### config.mk
export PLATFORM = sky130hd
export DESIGN_NAME = gmii_frame_gen_flat
export DESIGN_NICKNAME = d
export VERILOG_FILES = /design/src/rtl/gmii_frame_gen_if.sv /design/src/rtl/gmii_frame_gen.sv /design/src/flat_wrapper.sv
export SDC_FILE = /design/constraint.sdc
export NUM_CORES = 1
export LEC_CHECK = 0
export BUFFER_PORTS_ARGS = -buffer_cell sky130_fd_sc_hd__buf_2
export CAP_MARGIN = 20
export CORE_MARGIN = 2
export CORE_UTILIZATION = 60
export CTS_CLUSTER_DIAMETER = 150
export DETAILED_ROUTE_END_ITERATION = 8
export GPL_ROUTABILITY_DRIVEN = 0
export MAX_ROUTING_LAYER = met4
export PLACE_DENSITY = 0.85
export SYNTH_ARGS = -nofsm -noshare
export SYNTH_HDL_FRONTEND = slang
export SYNTH_SLANG_ARGS = --single-unit
### constraint.sdc
create_clock -name clk -period 4 [get_ports clk]
set_input_delay 0.4 -clock clk [delete_from_list [all_inputs] [get_ports clk]]
set_output_delay 0.4 -clock clk [all_outputs]
set_load 0.05 [all_outputs]
### src/rtl/gmii_frame_gen_if.sv
// rtl/gmii_frame_gen_if.sv - GMII receive bus plus frame-memory read port
interface gmii_frame_gen_if #(
    parameter int AW = 13
);
    logic [AW-1:0] mem_addr;
    logic [7:0]    mem_data;
    logic [7:0]    rxd;
    logic          rx_dv;
    logic          rx_er;

    modport master (output mem_addr, input mem_data, output rxd, output rx_dv, output rx_er);
    modport slave  (input mem_addr, output mem_data, input rxd, input rx_dv, input rx_er);
endinterface

### src/rtl/gmii_frame_gen.sv
// rtl/gmii_frame_gen.sv - GMII rx frame generator with preamble, padding, FCS, gap and repeat
// Optional error injection on DATA bytes when GMII_FRAME_GEN_ERRINJ_EN is defined.
module gmii_frame_gen #(
    parameter int MAXNBYTES = 1536,
    parameter int NSLOTS    = 4,
    parameter int AW        = 13,
    parameter int IFG_MIN   = 12
) (
    input  logic                      clk,
    input  logic                      reset,
    input  logic                      start,
    input  logic                      stop,
    input  logic [$clog2(NSLOTS)-1:0] slot,
    input  logic [15:0]               nbytes,
    input  logic [15:0]               count,
    input  logic [15:0]               ifg,
`ifdef GMII_FRAME_GEN_ERRINJ_EN
    input  logic                      err_en,
    input  logic [15:0]               err_idx,
`endif
    output logic                      busy,
    output logic                      done,
    output logic [15:0]               frames,
    gmii_frame_gen_if.master          gm
);
    localparam logic [15:0] MAXN    = 16'(MAXNBYTES);
    localparam logic [15:0] MIN_LEN = 16'd60;
    localparam logic [15:0] MIN_GAP = 16'(IFG_MIN);

    typedef enum logic [2:0] {IDLE, PRE, SFD, DATA, FCS, GAP} state_t;

    state_t        state;
    logic [2:0]    cnt;
    logic [15:0]   idx;
    logic [15:0]   len_q;
    logic [15:0]   dlen_q;
    logic [15:0]   gap_q;
    logic [15:0]   count_q;
    logic [AW-1:0] base_q;
    logic [31:0]   crc;

    logic [15:0]   eff_len;
    logic [15:0]   data_len;
    logic [15:0]   gap_len;
    logic [AW-1:0] slot_base;
    logic [7:0]    data_byte;

    function automatic logic [31:0] crc_upd(input logic [31:0] c, input logic [7:0] d);
        logic [31:0] r;
        r = c ^ {24'h0, d};
        for (int i = 0; i < 8; i++)
            r = r[0] ? ((r >> 1) ^ 32'hEDB88320) : (r >> 1);
        return r;
    endfunction

    always_comb begin
        eff_len   = (nbytes > MAXN) ? MAXN : nbytes;
        data_len  = (eff_len < MIN_LEN) ? MIN_LEN : eff_len;
        gap_len   = (ifg < MIN_GAP) ? MIN_GAP : ifg;
        slot_base = AW'(int'(slot) * MAXNBYTES);
        // Beyond the effective length the body is zero padding; memory is not consulted.
        data_byte = (idx < len_q) ? gm.mem_data : 8'h00;
    end

`ifdef GMII_FRAME_GEN_ERRINJ_EN
    logic        er_en_q;
    logic [15:0] er_idx_q;
`else
    assign gm.rx_er = 1'b0;
`endif

    always_ff @(posedge clk) begin
        if (reset) begin
            state       <= IDLE;
            cnt         <= '0;
            idx         <= '0;
            len_q       <= '0;
            dlen_q      <= '0;
            gap_q       <= '0;
            count_q     <= '0;
            base_q      <= '0;
            crc         <= '1;
            gm.mem_addr <= '0;
            gm.rxd      <= '0;
            gm.rx_dv    <= 1'b0;
            busy        <= 1'b0;
            done        <= 1'b0;
            frames      <= '0;
`ifdef GMII_FRAME_GEN_ERRINJ_EN
            er_en_q     <= 1'b0;
            er_idx_q    <= '0;
            gm.rx_er    <= 1'b0;
`endif
        end else begin
            done <= 1'b0;
`ifdef GMII_FRAME_GEN_ERRINJ_EN
            gm.rx_er <= 1'b0;
`endif
            case (state)
                IDLE: begin
                    // The done cycle itself still blocks a new start.
                    if (start && !done) begin
                        len_q    <= eff_len;
                        dlen_q   <= data_len;
                        gap_q    <= gap_len;
                        count_q  <= count;
                        base_q   <= slot_base;
                        frames   <= '0;
                        busy     <= 1'b1;
`ifdef GMII_FRAME_GEN_ERRINJ_EN
                        er_en_q  <= err_en;
                        er_idx_q <= err_idx;
`endif
                        state    <= PRE;
                        cnt      <= '0;
                        crc      <= '1;
                        gm.rxd   <= 8'h55;
                        gm.rx_dv <= 1'b1;
                    end
                end
                PRE: begin
                    if (cnt == 3'd6) begin
                        state       <= SFD;
                        gm.rxd      <= 8'hD5;
                        gm.mem_addr <= base_q;
                        idx         <= '0;
                    end else begin
                        cnt    <= cnt + 3'd1;
                        gm.rxd <= 8'h55;
                    end
                end
                SFD, DATA: begin
                    if (idx == dlen_q) begin
                        state  <= FCS;
                        cnt    <= 3'd1;
                        gm.rxd <= ~crc[7:0];
                        crc    <= {8'h00, crc[31:8]};
                    end else begin
                        state  <= DATA;
                        gm.rxd <= data_byte;
                        crc    <= crc_upd(crc, data_byte);
                        idx    <= idx + 16'd1;
                        if (idx + 16'd1 < len_q)
                            gm.mem_addr <= base_q + AW'(idx + 16'd1);
`ifdef GMII_FRAME_GEN_ERRINJ_EN
                        gm.rx_er <= er_en_q && (idx == er_idx_q);
`endif
                    end
                end
                FCS: begin
                    if (cnt == 3'd4) begin
                        state    <= GAP;
                        gm.rx_dv <= 1'b0;
                        gm.rxd   <= '0;
                        idx      <= 16'd1;
                    end else begin
                        gm.rxd <= ~crc[7:0];
                        crc    <= {8'h00, crc[31:8]};
                        cnt    <= cnt + 3'd1;
                        if (cnt == 3'd3)
                            frames <= frames + 16'd1;
                    end
                end
                GAP: begin
                    if (idx >= gap_q) begin
                        if (stop || (count_q != 16'd0 && frames == count_q)) begin
                            state <= IDLE;
                            busy  <= 1'b0;
                            done  <= 1'b1;
                        end else begin
                            state    <= PRE;
                            cnt      <= '0;
                            crc      <= '1;
                            gm.rxd   <= 8'h55;
                            gm.rx_dv <= 1'b1;
                        end
                    end else begin
                        idx <= idx + 16'd1;
                    end
                end
                default: state <= IDLE;
            endcase
        end
    end
endmodule

### src/flat_wrapper.sv
// flat-port wrapper written by rule: the top's interface ports become plain ports
module gmii_frame_gen_flat 
#(
    parameter int MAXNBYTES = 1536,
    parameter int NSLOTS    = 4,
    parameter int AW        = 13,
    parameter int IFG_MIN   = 12
)
  (clk, reset, start, stop, slot, nbytes, count, ifg, busy, done, frames, gm_mem_addr, gm_mem_data, gm_rxd, gm_rx_dv, gm_rx_er);
  gmii_frame_gen_if #(.AW(AW)) gm_i ();
  input  logic clk;
  input  logic reset;
  input  logic start;
  input  logic stop;
  input  logic [$clog2(NSLOTS)-1:0] slot;
  input  logic [15:0] nbytes;
  input  logic [15:0] count;
  input  logic [15:0] ifg;
  output logic busy;
  output logic done;
  output logic [15:0] frames;
  output wire logic [$bits(gm_i.mem_addr)-1:0] gm_mem_addr;
  input wire logic [$bits(gm_i.mem_data)-1:0] gm_mem_data;
  output wire logic [$bits(gm_i.rxd)-1:0] gm_rxd;
  output wire logic [$bits(gm_i.rx_dv)-1:0] gm_rx_dv;
  output wire logic [$bits(gm_i.rx_er)-1:0] gm_rx_er;
  assign gm_mem_addr = gm_i.mem_addr;
  assign gm_i.mem_data = gm_mem_data;
  assign gm_rxd = gm_i.rxd;
  assign gm_rx_dv = gm_i.rx_dv;
  assign gm_rx_er = gm_i.rx_er;
  gmii_frame_gen #(.MAXNBYTES(MAXNBYTES), .NSLOTS(NSLOTS), .AW(AW), .IFG_MIN(IFG_MIN)) u_core (.clk(clk), .reset(reset), .start(start), .stop(stop), .slot(slot), .nbytes(nbytes), .count(count), .ifg(ifg), .busy(busy), .done(done), .frames(frames), .gm(gm_i));
endmodule
# Word level (Yosys, flattened, before mapping)
# Cells that the tools add are included.
[word_totals]
register_bits = 162
output_inout_bits = 41
[classes]
addsub = 4
mul = 1
n_lt_le_gt_ge = 6
eq_ne = 23
n_mux = 61
n_bitwise = 12
reduce_logical = 25
[op_table]
columns = ["operator", "n"]
rows = [
  ["$mux 32", 13],
  ["$mux 16", 10],
  ["$pmux 32 s4", 1],
  ["$not 13->14", 8],
  ["$pmux 16 s4", 1],
  ["$mux 8", 7],
  ["$pmux 8 s5", 1],
  ["$mux 13", 3],
  ["$mux 3", 11],
  ["$add 16x1->16 const B", 2],
  ["$eq 16x16->1", 2],
  ["$lt 16x16->1", 2],
  ["$pmux 16 s2", 1],
  ["$xor 32x8->32", 1],
  ["$pmux 3 s5", 2],
  ["$pmux 13 s2", 1],
  ["$reduce_and 4->1", 5],
  ["$ge 16x16->1", 1],
  ["$gt 16x11->1 const B", 1],
  ["$lt 16x4->1 const B", 1],
  ["$lt 16x6->1 const B", 1],
  ["$ne 2x1->1 const B", 8],
  ["$reduce_bool 16->1", 1],
  ["$reduce_and 5->1", 3],
  ["other kinds (24)", 45],
]

# Depth between registers and ports, before layout
# Gate-level depths: netlist of the first run.
[depth]
word_depth = 21
depth_mapped = 18
mapped_depth_nobuf = 16

# Least setup slack after synthesis of the first run
# OpenSTA, ideal clock, no wires.
[synth_timing]
path_kind = "register to register"
startpoint = "register u_core.idx[2]"
endpoint = "register u_core.gm.mem_addr[1]"
setup_time_ns = 0.070
arrival_ns = 3.595
required_ns = 3.930
slack_ns = 0.335
path_stages_with_launch = 18
n_path_buf = 3
period_less_slack_ns = 3.665
path_cell_list = "dfxtp_1 -> clkbuf_1 -> nand3_1 -> nor3_1 -> and3_1 -> clkbuf_1 -> nand3_1 -> nor2_1 -> xor2_1 -> ha_1 -> a21oi_1 -> nor2b_1 -> o21ai_0 -> nand2_1 -> a221o_1 -> clkbuf_1 -> or2_2 -> a21oi_1"
[synth_via]
elab_chain_cells = 4
word_cells_on_any_way = 6
classes_between = "1 x add/sub; 1 x order compare; 3 x eq/ne; 1 x reduce/logical"
[synth_lines]
columns = ["element", "line_no", "text"]
rows = [
  ["start: declaration", "gmii_frame_gen.sv:34", "logic [15:0] idx;"],
  ["start signal: assignment", "gmii_frame_gen.sv:142", "idx <= idx + 16'd1;"],
  ["start signal: assignment", "gmii_frame_gen.sv:178", "idx <= idx + 16'd1;"],
  ["$add 16x1->16", "gmii_frame_gen.sv:143", "if (idx + 16'd1 < len_q)"],
  ["$lt 16x16->1", "gmii_frame_gen.sv:143", ""],
  ["$ne 2x1->1 (no line)", "-", ""],
  ["$reduce_and 4->1 (no line) *", "-", ""],
  ["end signal: assignment", "gmii_frame_gen.sv:125", "gm.mem_addr <= base_q;"],
  ["end signal: assignment", "gmii_frame_gen.sv:144", "gm.mem_addr <= base_q + AW'(idx + 16'd1);"],
  ["end: declaration", "gmii_frame_gen_if.sv:11", "modport master (output mem_addr, input mem_data, output rxd, output rx_dv, output rx_er);"],
]
# Every way passes the cells marked *; elsewhere a longest branch is shown, timed or not.
# A chain may end at the register's enable or synchronous reset.

# Final worst setup path of the first run
[layout_timing]
startpoint = "register u_core.idx[2]"
endpoint = "register u_core.gm.mem_addr[12]"
[layout_via]
elab_chain_cells = 5
word_cells_on_any_way = 10
classes_between = "2 x add/sub; 1 x order compare; 3 x eq/ne; 3 x mux; 1 x reduce/logical"
[layout_lines]
columns = ["element", "line_no", "text"]
rows = [
  ["$add 16x1->16", "gmii_frame_gen.sv:143", ""],
  ["$add 13x13->13", "gmii_frame_gen.sv:144", ""],
  ["$mux 13", "gmii_frame_gen.sv:143", ""],
  ["$mux 13", "gmii_frame_gen.sv:133", "if (idx == dlen_q) begin"],
  ["$pmux 13 s2", "gmii_frame_gen.sv:99", "case (state)"],
]
# Parallel ways exist; a longest one is shown, timed or not. The select of a mux whose other input is x is not followed.

==> out/qor.log, run 1 <==
INFO  worst_setup_path cp.required=4.32ns
INFO  yosys          synthesis.area=9706µm²
INFO  worst_setup_path critPathCaptureType=flop
INFO  timing         fin_tns_setup=0ns
INFO  placement      io_buffers=101
INFO  drt            finalWirelength=25690µm
INFO  timing         grt_setup_unrepaired=false
INFO  clock_tree     tritoncts.num_buffers=17
INFO  yosys          synth-warning-count=0
INFO  placement      dp_hpwl=18400µm
INFO  yosys          ys_types=77
INFO  yosys          synth-async-reset-ratio=0%
INFO  pwr            leakagePower=4.371nW
INFO  global_route   grt_pass1_vias=8719
INFO  clock_tree     clock_latency=0.43ns
INFO  die            core_area=15830µm²
INFO  die            ioPinCount=103
INFO  yosys          synthesized_netlist_net_count=1328
INFO  timing         slew-limit-headroom=49.27%
INFO  timing         finalHoldViolations=0
INFO  die            chipHeight=131.2µm
INFO  yosys          synth_top_family_by_area=simple AND/OR/NAND/NOR gates
INFO  yosys          post_synth_fa_ha_maj_area_fraction=7.554%
INFO  yosys          synth_cells=1208
INFO  drt            drt-wirelength-per-cell=17.06µm
INFO  drt            via_count=8977
INFO  timing         timing_max_transition_violations_final=0
INFO  worst_setup_path start_kind=flop
INFO  timing         final_min_period_over_clock_period=93.79%
INFO  final_layout   regArea=3247µm²
INFO  yosys          postSynthRegisterBits=162
INFO  final_layout   area_delta_synth_final=13.12%
INFO  worst_setup_path slowest_delay=0.50ns
INFO  worst_setup_path critical_path.top_delay_family=compound AO/OA/AOI/OAI gates
INFO  timing         timing.final.crit_period=3.752ns
INFO  drt            route.detailed.drc=0
INFO  pwr            power_density=434.2nW/µm²
INFO  final_layout   area_occupied_by_multi_input_gates=5962µm²
INFO  die            fp-row-count=46
INFO  drt            pre_antenna_drt_iters=5
INFO  worst_setup_path crit_chain=nand3_1 > nor3_2 > and3_1 > nand3_1 > xnor2_1 > ha_1 > nand4_1 > a21oi_1 > a221oi_1 > o21ai_0 > a221o_2 > buf_4 > o311a_1
INFO  global_route   largest_net_degree_at_the_start_of_global_routing=67
INFO  worst_setup_path worst_path_most_repeated_cell=sky130_fd_sc_hd__nand3_1
INFO  clock_tree     cts_tree=built
INFO  drt            drt_antenna_net_count=0
INFO  worst_hold_path hold_path_class=in2reg
INFO  die            starting_density=61.32%
INFO  yosys          post_synth_xor_area_fraction=14.67%
INFO  clock_tree     cts.htree.levels=4
INFO  worst_setup_path worstSetupPathType=reg2reg
INFO  timing         worstMarginPinSlew=0.7551ns
INFO  yosys          synth_seq_area_share=33.41%
INFO  worst_setup_path worstPathMaxFanout=14
INFO  clock_tree     post_cts_hold_fix_bufs=0
INFO  worst_setup_path critical_path_top_delay_cell=sky130_fd_sc_hd__a221o_2
INFO  yosys          yosys.area_share.simple=19.47%
INFO  yosys          synth-edff-count=0
INFO  final_layout   final_util=69.37%
INFO  die            floorplan.die_area=17210µm²
INFO  global_route   gr-total-overflow=0
INFO  timing         worst_clock_skew=0.01093ns
INFO  run            max-cap-violations=0
INFO  yosys          synth_compound_gate_area_share=18.68%
INFO  worst_setup_path timing.critical_path.arrival=4.07ns
INFO  clock_tree     clk_root_buffer_cell=sky130_fd_sc_hd__clkbuf_16
INFO  yosys          syn-mean-instance-area=8.034µm²
INFO  final_layout   layout-drive-gt1-share=14.65%
INFO  clock_tree     ctsLongestPathBuffers=2
INFO  final_layout   nNetsFinal=1398
INFO  clock_tree     tritoncts_num_sinks=162
INFO  timing         fmax=266.6MHz
INFO  die            dieWidth=131.2µm
INFO  global_route   grt_pass1_wl=42150µm
INFO  status         outcome=completed
INFO  drt            post_drt_via_cell_ratio=5.961
INFO  pwr            peakVddDrop=0.3057mV
INFO  timing         timing.final.setup_violations=0
INFO  final_layout   fillerInstances=1208
INFO  yosys          synth_flop_cell=sky130_fd_sc_hd__dfxtp_1
INFO  final_layout   antenna-diode-count=0
INFO  worst_setup_path critPathBufInv=1
INFO  timing         worst_hold_slack=0.1822ns
INFO  yosys          synth_mux_area_share=0.8380%
INFO  global_route   antenna_violations_before_repair=0
INFO  global_route   grt_util_all_layers=30.60%
INFO  drt            initialDrtViolationCount=666
INFO  clock_tree     cts.clk_slew.worst_paths=0.06ns
worst register-to-register path, stage by stage (launching register included):
cell,delay (ns)
sky130_fd_sc_hd__dfxtp_2,0.44
sky130_fd_sc_hd__nand3_1,0.19
sky130_fd_sc_hd__nor3_2,0.24
sky130_fd_sc_hd__and3_1,0.30
sky130_fd_sc_hd__nand3_1,0.19
sky130_fd_sc_hd__xnor2_1,0.33
sky130_fd_sc_hd__ha_1,0.31
sky130_fd_sc_hd__nand4_1,0.10
sky130_fd_sc_hd__a21oi_1,0.06
sky130_fd_sc_hd__a221oi_1,0.25
sky130_fd_sc_hd__o21ai_0,0.16
sky130_fd_sc_hd__a221o_2,0.50
sky130_fd_sc_hd__buf_4,0.22
sky130_fd_sc_hd__o311a_1,0.35
metrics by stage:
stage / instance area [µm²] / cells / total power [mW] / setup slack, ns
2_1_floorplan: 9706 / 1208 / 2.777 / 0.3346
3_3_place_gp: 10340 / 1475 / 3.014 / 0.2198
3_5_place_dp: 10340 / 1475 / 3.051 / 0.02509
4_1_cts: 10960 / 1506 / 4.761 / 0.01204
5_1_grt: 10980 / 1506 / 4.962 / 0.03708
6_report: 10980 / 1506 / 4.767 / 0.2484
repair_timing:
item                       4_1_cts  5_1_grt
gates resized for setup          0        7
setup endpoints to repair        0       13
buffers inserted                 0        0
synthesized netlist by cell type, types with 7 or more instances:
library cell / n / share of area (%)
sky130_fd_sc_hd__dfxtp_1: 162 / 33
sky130_fd_sc_hd__a21oi_1: 127 / 6.5
sky130_fd_sc_hd__nor2_1: 127 / 4.9
sky130_fd_sc_hd__nand2_1: 119 / 4.6
sky130_fd_sc_hd__xnor2_1: 102 / 9.2
sky130_fd_sc_hd__o21ai_0: 64 / 3.3
sky130_fd_sc_hd__ha_1: 57 / 7.3
sky130_fd_sc_hd__clkbuf_1: 56 / 2.2
sky130_fd_sc_hd__inv_1: 49 / 1.9
sky130_fd_sc_hd__xor2_1: 46 / 4.2
sky130_fd_sc_hd__nand3_1: 28 / 1.4
sky130_fd_sc_hd__nor3_1: 25 / 1.3
sky130_fd_sc_hd__or3_1: 19 / 1.2
sky130_fd_sc_hd__nand4_1: 17 / 1.1
sky130_fd_sc_hd__and3_1: 13 / 0.84
sky130_fd_sc_hd__a211oi_1: 12 / 0.93
sky130_fd_sc_hd__nand2b_1: 12 / 0.77
sky130_fd_sc_hd__a31oi_1: 11 / 0.71
sky130_fd_sc_hd__nor4_1: 11 / 0.71
sky130_fd_sc_hd__a21o_1: 9 / 0.70
sky130_fd_sc_hd__and2_1: 9 / 0.58
sky130_fd_sc_hd__o211ai_1: 9 / 0.70
sky130_fd_sc_hd__o21a_1: 9 / 0.70
sky130_fd_sc_hd__o22ai_1: 9 / 0.58
sky130_fd_sc_hd__a221oi_1: 8 / 0.72
sky130_fd_sc_hd__mux2i_1: 7 / 0.72
sky130_fd_sc_hd__nand3b_1: 7 / 0.54
power by group:
group / total, mW / internal [mW] / switching [mW]
combinational: 1.27 / 0.530 / 0.739
clock: 1.72 / 1.06 / 0.658
sequential: 1.78 / 1.69 / 0.0879
worst paths after layout:
| kind | from | end | slack [ns] | cells after the start |
|---|---|---|---|---|
| setup reg to reg | u_core.idx[2]$_SDFFE_PP0P_ | u_core.gm.mem_addr[12]$_SDFFE_PP0P_ | 0.25 | 13 |
| hold / removal | ifg[1] | u_core.gap_q[1]$_SDFFE_PP0P_ | 0.18 | 3 |
| hold reg to reg | u_core.gm.mem_addr[10]$_SDFFE_PP0P_ | u_core.gm.mem_addr[10]$_SDFFE_PP0P_ | 0.46 | 2 |
| setup / recovery | u_core.idx[2]$_SDFFE_PP0P_ | u_core.gm.mem_addr[12]$_SDFFE_PP0P_ | 0.25 | 13 |
metal layers:
metal	GRT usage, %	vias up	wire [µm]
met5	-	-	0
met4	12.38	0	817
met3	5.285	89	1533
met2	50.99	355	12610
met1	36.93	4223	10720
li1	-	4310	-
cell type report:
cell class | count | area share, %
Multi-Input combinational cell | 922 | 54.30
Sequential cell | 162 | 29.57
Timing Repair Buffer | 126 | 6.336
Clock buffer | 23 | 4.536
Tap cell | 216 | 2.462
Inverter | 49 | 1.675
Clock inverter | 8 | 1.117
registers in the layout, summed over array words and instances (netlist names):
name and count:
u_core.crc 32, u_core.count_q 16, u_core.dlen_q 16, u_core.frames 16
u_core.gap_q 16, u_core.idx 16, u_core.len_q 16, u_core.gm.mem_addr 13
u_core.gm.rxd 8, u_core.base_q 4, u_core.cnt 3, u_core.state 3
u_core.busy 1, u_core.done 1, u_core.gm.rx_dv 1
cell families (layout without fill, tap and decap cells):
kind of cell / Yosys count / in the layout
flip-flops: 162 / 162
adder cells (fa/ha/maj): 58 / 58
AO/OA/AOI/OAI: 294 / 294
other: 1 / 1
buffers and inverters: 124 / 206
multiplexers: 8 / 8
AND/OR/NAND/NOR: 406 / 406
XOR/XNOR: 155 / 155
placed cells by master, fill, tap and decap left out, types with 7 or more instances in the layout:
cell,synthesis,final
sky130_fd_sc_hd__buf_4,2,26
sky130_fd_sc_hd__ha_1,57,57
sky130_fd_sc_hd__a31oi_1,11,11
sky130_fd_sc_hd__nand2_1,119,119
sky130_fd_sc_hd__nand2b_1,12,12
sky130_fd_sc_hd__a21o_1,9,9
sky130_fd_sc_hd__o21ai_0,64,64
sky130_fd_sc_hd__dfxtp_1,162,159
sky130_fd_sc_hd__or3_1,19,19
sky130_fd_sc_hd__nand3b_1,7,7
sky130_fd_sc_hd__o21a_1,9,9
sky130_fd_sc_hd__xnor2_1,102,102
sky130_fd_sc_hd__nand3_1,28,28
sky130_fd_sc_hd__nor4_1,11,10
sky130_fd_sc_hd__inv_1,49,49
sky130_fd_sc_hd__a221oi_1,8,8
sky130_fd_sc_hd__and3_1,13,13
sky130_fd_sc_hd__buf_2,5,100
sky130_fd_sc_hd__nor3_1,25,24
sky130_fd_sc_hd__a211oi_1,12,12
sky130_fd_sc_hd__xor2_1,46,46
sky130_fd_sc_hd__o22ai_1,9,9
sky130_fd_sc_hd__and2_1,9,9
sky130_fd_sc_hd__nor2_1,127,125
sky130_fd_sc_hd__mux2i_1,7,7
sky130_fd_sc_hd__clkbuf_16,0,17
sky130_fd_sc_hd__a21oi_1,127,127
sky130_fd_sc_hd__o211ai_1,9,9
sky130_fd_sc_hd__nand4_1,17,17
Note: power is estimated with default switching activity, not from simulation.
==> inputs of run 2 (changes only) <==
--- a/config.mk
+++ b/config.mk
@@ -7,6 +7,7 @@
 export LEC_CHECK = 0
 export BUFFER_PORTS_ARGS = -buffer_cell sky130_fd_sc_hd__buf_2
 export CAP_MARGIN = 20
+export CORE_ASPECT_RATIO = 1.4
 export CORE_MARGIN = 2
 export CORE_UTILIZATION = 60
 export CTS_CLUSTER_DIAMETER = 150
==> out/qor.log, run 2 (synthesis results as in run 1) <==
INFO  timing         grt_setup_unrepaired=false
INFO  clock_tree     ctsLongestPathBuffers=2 [unchanged]
INFO  die            chipHeight=154.5µm [+18%]
INFO  pwr            power_density=437.3nW/µm² [+0.73%]
INFO  timing         final_min_period_over_clock_period=93.84% [about the same]
INFO  worst_setup_path slowest_delay=0.49ns [about the same]
INFO  global_route   grt_pass1_vias=8821 [+1.2%]
INFO  drt            via_count=9021 [+0.49%]
INFO  worst_hold_path hold_path_class=in2reg
INFO  worst_setup_path start_kind=flop
INFO  timing         fmax=266.4MHz [about the same]
INFO  worst_setup_path timing.critical_path.depth=13 [unchanged]
INFO  status         outcome=completed
INFO  die            ioPinCount=103 [unchanged]
INFO  worst_setup_path critPathBufInv=0 [-1]
INFO  worst_setup_path startpoint_of_the_worst_setup_timing_path=u_core.idx[0]$_SDFFE_PP0P_
INFO  die            starting_density=60.53% [-0.79 points]
INFO  global_route   grt_pass1_wl=42410µm [+0.64%]
INFO  timing         finalHoldViolations=0 [unchanged]
INFO  worst_setup_path worst_r2r_startpoint=u_core.idx[0]$_SDFFE_PP0P_
INFO  placement      placed_cell_area=10340µm² [about the same]
INFO  final_layout   antenna-diode-count=0 [unchanged]
INFO  final_layout   fillerInstances=1293 [+7.0%]
INFO  worst_setup_path timing.critical_path.arrival=4.12ns [+0.05 ns]
INFO  drt            initialDrtViolationCount=491 [-26%]
INFO  global_route   largest_net_degree_at_the_start_of_global_routing=57 [-15%]
INFO  timing         worstMarginPinSlew=0.9158ns [+0.1607 ns]
INFO  timing         timing.final.setup_violations=0 [unchanged]
INFO  final_layout   area_delta_synth_final=13.07% [about the same]
INFO  final_layout   layout.cells.most_common_list=sky130_fd_sc_hd__dfxtp_1 (161), sky130_fd_sc_hd__nor2_1 (127), sky130_fd_sc_hd__a21oi_1 (127), sky130_fd_sc_hd__nand2_1 (119), sky130_fd_sc_hd__xnor2_1 (102)
INFO  worst_setup_path r2r_slack=0.25ns [about the same]
INFO  clock_tree     tritoncts.num_buffers=17 [unchanged]
INFO  worst_setup_path worstPathMaxFanout=16 [+2]
INFO  global_route   antenna_violations_before_repair=0 [unchanged]
INFO  die            dieWidth=111.5µm [-15%]
INFO  worst_setup_path crit_chain=ha_1 > nand2_1 > nor2_1 > and3_1 > and3_1 > xor2_1 > ha_1 > a21o_1 > a221oi_1 > o21ai_0 > a221o_2 > or3_2 > a21oi_1
INFO  final_layout   layout-drive-gt1-share=14.47% [-0.18 points]
INFO  final_layout   largest_register_ffs=32 [unchanged]
INFO  drt            drt-wirelength-per-cell=17.56µm [+2.9%]
INFO  timing         fin_tns_setup=0ns [unchanged]
INFO  run            max-cap-violations=0 [unchanged]
INFO  drt            post_drt_via_cell_ratio=6.050 [+1.5%]
INFO  worst_setup_path critical_path_top_delay_cell=sky130_fd_sc_hd__a221o_2
INFO  placement      io_buffers=101 [unchanged]
INFO  clock_tree     tritoncts_num_sinks=162 [unchanged]
INFO  clock_tree     post_cts_hold_fix_bufs=0 [unchanged]
INFO  drt            drt_antenna_net_count=0 [unchanged]
INFO  clock_tree     cts.clk_slew.worst_paths=0.06ns [about the same]
INFO  final_layout   largest_register=u_core.crc
INFO  die            core_area=16030µm² [+1.3%]
INFO  worst_setup_path worstSetupPathType=reg2reg
INFO  worst_setup_path cp.required=4.37ns [+0.05 ns]
INFO  clock_tree     clock_latency=0.44ns [about the same]
INFO  worst_setup_path critPathCaptureType=flop
INFO  die            floorplan.die_area=17220µm² [about the same]
INFO  final_layout   nNetsFinal=1400 [+0.14%]
INFO  clock_tree     cts_tree=built
INFO  pwr            peakVddDrop=0.3020mV [-1.2%]
INFO  clock_tree     cts.htree.levels=4 [unchanged]
INFO  timing         slew-limit-headroom=38.80% [-10 points]
INFO  final_layout   final_util=68.44% [-0.92 points]
INFO  clock_tree     clk_root_buffer_cell=sky130_fd_sc_hd__clkbuf_16
INFO  timing         worst_clock_skew=0.007989ns [-0.002942 ns]
INFO  worst_setup_path rr_worst_depth=13 [unchanged]
INFO  timing         timing.final.crit_period=3.753ns [+0.001874 ns]
INFO  final_layout   layout_commonest_cell=sky130_fd_sc_hd__dfxtp_1
INFO  drt            pre_antenna_drt_iters=5 [unchanged]
INFO  timing         timing_max_transition_violations_final=0 [unchanged]
INFO  worst_setup_path critical_path.top_delay_family=simple AND/OR/NAND/NOR gates
INFO  placement      dp_hpwl=18970µm [+3.1%]
INFO  drt            route.detailed.drc=0 [unchanged]
INFO  die            fp-row-count=55 [+20%]
INFO  drt            finalWirelength=26180µm [+1.9%]
INFO  worst_setup_path r2r_end=u_core.gm.mem_addr[0]$_SDFFE_PP0P_
INFO  worst_setup_path critical_path.endpoint=u_core.gm.mem_addr[0]$_SDFFE_PP0P_
INFO  global_route   grt_util_all_layers=31.39% [+0.78 points]
INFO  pwr            leakagePower=4.378nW [+0.17%]
INFO  global_route   gr-total-overflow=0 [unchanged]
INFO  final_layout   layout.cell_area.non_filler=10970µm² [about the same]
-- run 2: power by group --
part / total [mW] / switching, mW / internal [mW]
Sequential: 1.77 / 0.0848 / 1.69
Combinational: 1.26 / 0.736 / 0.526
Clock: 1.76 / 0.686 / 1.08
Total: 4.80 / 1.51 / 3.29
-- run 2: routing by layer --
| layer | vias to the layer above | global-route usage (%) | wire, µm |
|---|---|---|---|
| li1 | 4313 | - | - |
| met1 | 4271 | 32.84 | 9825 |
| met2 | 309 | 54.67 | 13730 |
| met3 | 128 | 4.898 | 1184 |
| met4 | 0 | 20.52 | 1440 |
| met5 | - | - | 0 |
-- run 2: what timing repair did --
item,4_1_cts,5_1_grt
gates resized for setup,0,2
buffers inserted,0,0
endpoints found under the setup margin,0,11
-- run 2: worst min path at each step --
stage	start	end	slack [ns]	depth (start not counted)
floorplan	u_core.gap_q[10]$_SDFFE_PP0P_	u_core.gap_q[10]$_SDFFE_PP0P_	0.44	2
global route	ifg[0]	u_core.gap_q[0]$_SDFFE_PP0P_	0.17	2
finish	ifg[1]	u_core.gap_q[1]$_SDFFE_PP0P_	0.17	3
CTS	ifg[1]	u_core.gap_q[1]$_SDFFE_PP0P_	0.17	3
detailed placement	u_core.gap_q[10]$_SDFFE_PP0P_	u_core.gap_q[10]$_SDFFE_PP0P_	0.45	2
global placement	u_core.len_q[1]$_SDFFE_PP0P_	u_core.len_q[1]$_SDFFE_PP0P_	0.44	2
-- run 2: area by class of cell --
class	instances	area [µm²]	area share, %
Inverter	49	183.9	1.676
Tap cell	199	249.0	2.269
Sequential cell	162	3244	29.56
Clock buffer	19	452.9	4.127
Timing Repair Buffer	128	710.7	6.476
Multi-Input combinational cell	922	5952	54.24
Clock inverter	12	181.4	1.653
-- run 2: worst register-to-register path, delay by kind of cell (launching register included) --
| family | cells | cell delay (ns) |
|---|---|---|
| flops | 1 | 0.42 |
| fa+ha+maj | 2 | 0.52 |
| simple gates | 5 | 1.29 |
| xor+xnor | 1 | 0.23 |
| compound gates | 5 | 1.24 |
-- run 2: metrics by stage --
step	worst slack (ns)	std cells	total power [mW]	hold WS, ns
finish	0.2466	1491	4.800	0.1692
global route	0.01146	1491	4.982	0.1671
CTS	0.1091	1491	4.799	0.1701
detailed placement	0.1363	1460	3.042	0.4469
global placement	0.2807	1460	3.012	0.4426
floorplan	0.3346	1208	2.777	0.4363
==> inputs of run 3 (changes only) <==
--- a/config.mk
+++ b/config.mk
@@ -5,7 +5,7 @@
 export SDC_FILE = /design/constraint.sdc
 export NUM_CORES = 1
 export LEC_CHECK = 0
-export BUFFER_PORTS_ARGS = -buffer_cell sky130_fd_sc_hd__buf_2
+export BUFFER_PORTS_ARGS = -buffer_cell sky130_fd_sc_hd__buf_4
 export CAP_MARGIN = 20
 export CORE_ASPECT_RATIO = 1.4
 export CORE_MARGIN = 2
@@ -14,7 +14,7 @@
 export DETAILED_ROUTE_END_ITERATION = 8
 export GPL_ROUTABILITY_DRIVEN = 0
 export MAX_ROUTING_LAYER = met4
-export PLACE_DENSITY = 0.85
+export PLACE_DENSITY = 0.81
 export SYNTH_ARGS = -nofsm -noshare
 export SYNTH_HDL_FRONTEND = slang
 export SYNTH_SLANG_ARGS = --single-unit
==> out/qor.log, run 3 (synthesis results as in run 1) <==
INFO  die            ioPinCount=103 [unchanged]
INFO  final_layout   regArea=3244µm² [unchanged]
INFO  clock_tree     tritoncts.num_buffers=17 [unchanged]
INFO  clock_tree     post_cts_hold_fix_bufs=0 [unchanged]
INFO  final_layout   largest_register_ffs=32 [unchanged]
INFO  run            max-cap-violations=0 [unchanged]
INFO  worst_setup_path cp.required=4.36ns [about the same]
INFO  clock_tree     clock_latency=0.44ns [about the same]
INFO  final_layout   fillerInstances=1308 [+1.2%]
INFO  final_layout   layout-drive-gt1-share=14.40% [-0.077 points]
INFO  die            core_area=16030µm² [unchanged]
INFO  clock_tree     ctsLongestPathBuffers=2 [unchanged]
INFO  worst_setup_path timing.critical_path.arrival=3.99ns [-0.13 ns]
INFO  timing         grt_setup_unrepaired=false
INFO  final_layout   layout.cells.most_common_list=sky130_fd_sc_hd__dfxtp_1 (161), sky130_fd_sc_hd__a21oi_1 (127), sky130_fd_sc_hd__buf_4 (127), sky130_fd_sc_hd__nor2_1 (126), sky130_fd_sc_hd__nand2_1 (119)
INFO  drt            drt_antenna_net_count=0 [unchanged]
INFO  drt            post_drt_via_cell_ratio=6.017 [-0.55%]
INFO  worst_hold_path min_from=ifg[14]
INFO  timing         finalHoldViolations=0 [unchanged]
INFO  pwr            post-layout-total-power=4.685mW [-2.4%]
INFO  global_route   grt_pass1_wl=43040µm [+1.5%]
INFO  global_route   gr-total-overflow=0 [unchanged]
INFO  worst_setup_path slowest_delay=0.42ns [-0.07 ns]
INFO  pwr            leakagePower=4.398nW [+0.46%]
INFO  global_route   antenna_violations_before_repair=0 [unchanged]
INFO  final_layout   area_delta_synth_final=15.16%
INFO  timing         timing.final.setup_violations=0 [unchanged]
INFO  pwr            peakVddDrop=0.3361mV [+11%]
INFO  timing         fin_tns_setup=0ns [unchanged]
INFO  die            floorplan.die_area=17220µm² [unchanged]
INFO  clock_tree     postCtsResizedCells=0 [unchanged]
INFO  global_route   gr-usage-met2=57.96% [+3.3 points]
INFO  global_route   largest_net_degree_at_the_start_of_global_routing=64 [+12%]
INFO  status         outcome=completed
INFO  worst_setup_path crit_chain=ha_1 > nand2_1 > nor2_1 > and3_1 > and3_1 > nand3_1 > xor2_2 > inv_1 > ha_1 > a21oi_1 > nor2b_1 > o21ai_0 > nand2_1 > a221o_1 > buf_4 > or3_1 > a21oi_1
INFO  clock_tree     cts_tree=built
INFO  worst_setup_path worstSetupPathType=reg2reg
INFO  die            fp-row-count=55 [unchanged]
INFO  drt            via_count=8971 [-0.55%]
INFO  timing         timing_max_transition_violations_final=0 [unchanged]
INFO  global_route   grt.busiest_layer=met2
INFO  final_layout   largest_register=u_core.crc
INFO  timing         final_min_period_over_clock_period=90.78% [-3.1 points]
INFO  clock_tree     post_cts_buffers=0 [unchanged]
INFO  timing         fmax=275.4MHz [+3.4%]
INFO  clock_tree     clk_root_buffer_cell=sky130_fd_sc_hd__clkbuf_16
INFO  timing         worstMarginPinSlew=0.7855ns [-0.1302 ns]
INFO  global_route   grt.met3_usage=4.271% [-0.63 points]
INFO  worst_setup_path startpoint_of_the_worst_setup_timing_path=u_core.idx[0]$_SDFFE_PP0P_
INFO  placement      dp_hpwl=19510µm [+2.8%]
INFO  clock_tree     tritoncts_num_sinks=162 [unchanged]
INFO  die            dieWidth=111.5µm [unchanged]
INFO  worst_setup_path critical_path.top_delay_family=simple AND/OR/NAND/NOR gates
INFO  timing         timing.final.crit_period=3.631ns [-0.1221 ns]
INFO  placement      io_buffers=101 [unchanged]
INFO  global_route   grt_pass1_vias=8840 [+0.22%]
INFO  drt            route.detailed.drc=0 [unchanged]
INFO  drt            pre_antenna_drt_iters=7 [+2]
INFO  global_route   grt_util_all_layers=31.99% [+0.60 points]
INFO  clock_tree     cts.htree.levels=4 [unchanged]
INFO  final_layout   area_occupied_by_multi_input_gates=5961µm² [+0.15%]
INFO  worst_setup_path r2r_slack=0.37ns [+0.12 ns]
INFO  final_layout   layout_commonest_cell=sky130_fd_sc_hd__dfxtp_1
INFO  final_layout   nNetsFinal=1399 [-0.071%]
INFO  pwr            power_density=419.2nW/µm² [-4.2%]
INFO  final_layout   antenna-diode-count=0 [unchanged]
INFO  worst_setup_path critPathBufInv=2 [+2]
INFO  die            starting_density=60.53% [unchanged]
INFO  global_route   gr-usage-met1=33.32% [+0.48 points]
INFO  die            chipHeight=154.5µm [unchanged]
INFO  worst_setup_path worstPathMaxFanout=25 [+9]
INFO  timing         slew-limit-headroom=47.23% [+8.4 points]
INFO  worst_setup_path critPathCaptureType=flop
INFO  timing         worst_clock_skew=0.007279ns [-0.0007093 ns]
INFO  worst_setup_path critical_path_top_delay_cell=sky130_fd_sc_hd__dfxtp_1
INFO  clock_tree     cts.clk_slew.worst_paths=0.07ns [about the same]
INFO  worst_hold_path hold_path_class=in2reg
INFO  final_layout   final_util=69.71% [+1.3 points]
INFO  drt            drt-wirelength-per-cell=17.97µm [+2.3%]
INFO  worst_setup_path start_kind=flop
INFO  worst_setup_path worst_r2r_startpoint=u_core.idx[0]$_SDFFE_PP0P_
INFO  drt            initialDrtViolationCount=534 [+8.8%]
INFO  drt            finalWirelength=26790µm [+2.3%]
run 3: cell count changes in the layout (fill, tap and decap cells not counted), sizes merged:
cell,delta
bufinv,-3
inv,+1
clkbuf,+4
clkinvlp,+1
clkinv,-2
buf,-1
run 3: metrics by stage:
step	hold slack, ns	instance area [µm²]	setup WS, ns	cells
after floorplan	0.4363	9706	0.3346	1208
after global placement	0.4427	10580	0.4681	1459
after detailed placement	0.4508	10580	0.2665	1459
after CTS	0.1741	11170	0.2489	1491
after global routing	0.1776	11180	0.03035	1491
final	0.1847	11180	0.3687	1491
run 3: area by class of cell:
class | instances | area share [%]
Multi-Input combinational cell | 922 | 53.33
Timing Repair Buffer | 127 | 8.530
Tap cell | 199 | 2.228
Clock inverter | 9 | 0.8732
Clock buffer | 23 | 4.366
Inverter | 49 | 1.646
Sequential cell | 162 | 29.03
run 3: path summary, 6_finish.rpt:
path                                        end  cells after the start
min               u_core.gap_q[14]$_SDFFE_PP0P_                      3
min reg2reg        u_core.len_q[3]$_SDFFE_PP0P_                      2
max reg2reg  u_core.gm.mem_addr[3]$_SDFFE_PP0P_                     17
max          u_core.gm.mem_addr[3]$_SDFFE_PP0P_                     17
run 3: power by group:
group	total (mW)	switching [mW]	leakage, nW	internal, mW
clock	1.62	0.686	0.281	0.931
combinational	1.29	0.738	2.80	0.550
sequential	1.78	0.0908	1.32	1.69
total	4.68	1.51	4.40	3.17
run 3: layer usage:
metal	up-vias	wire length, µm
li1	4304	-
met1	4270	10030
met2	287	14270
met3	110	1088
met4	0	1405
met5	-	0
run 3: worst min-delay path: stages:
cell and delay (ns):
sky130_fd_sc_hd__buf_4 0.09, sky130_fd_sc_hd__nand2_1 0.04, sky130_fd_sc_hd__o21ai_0 0.05
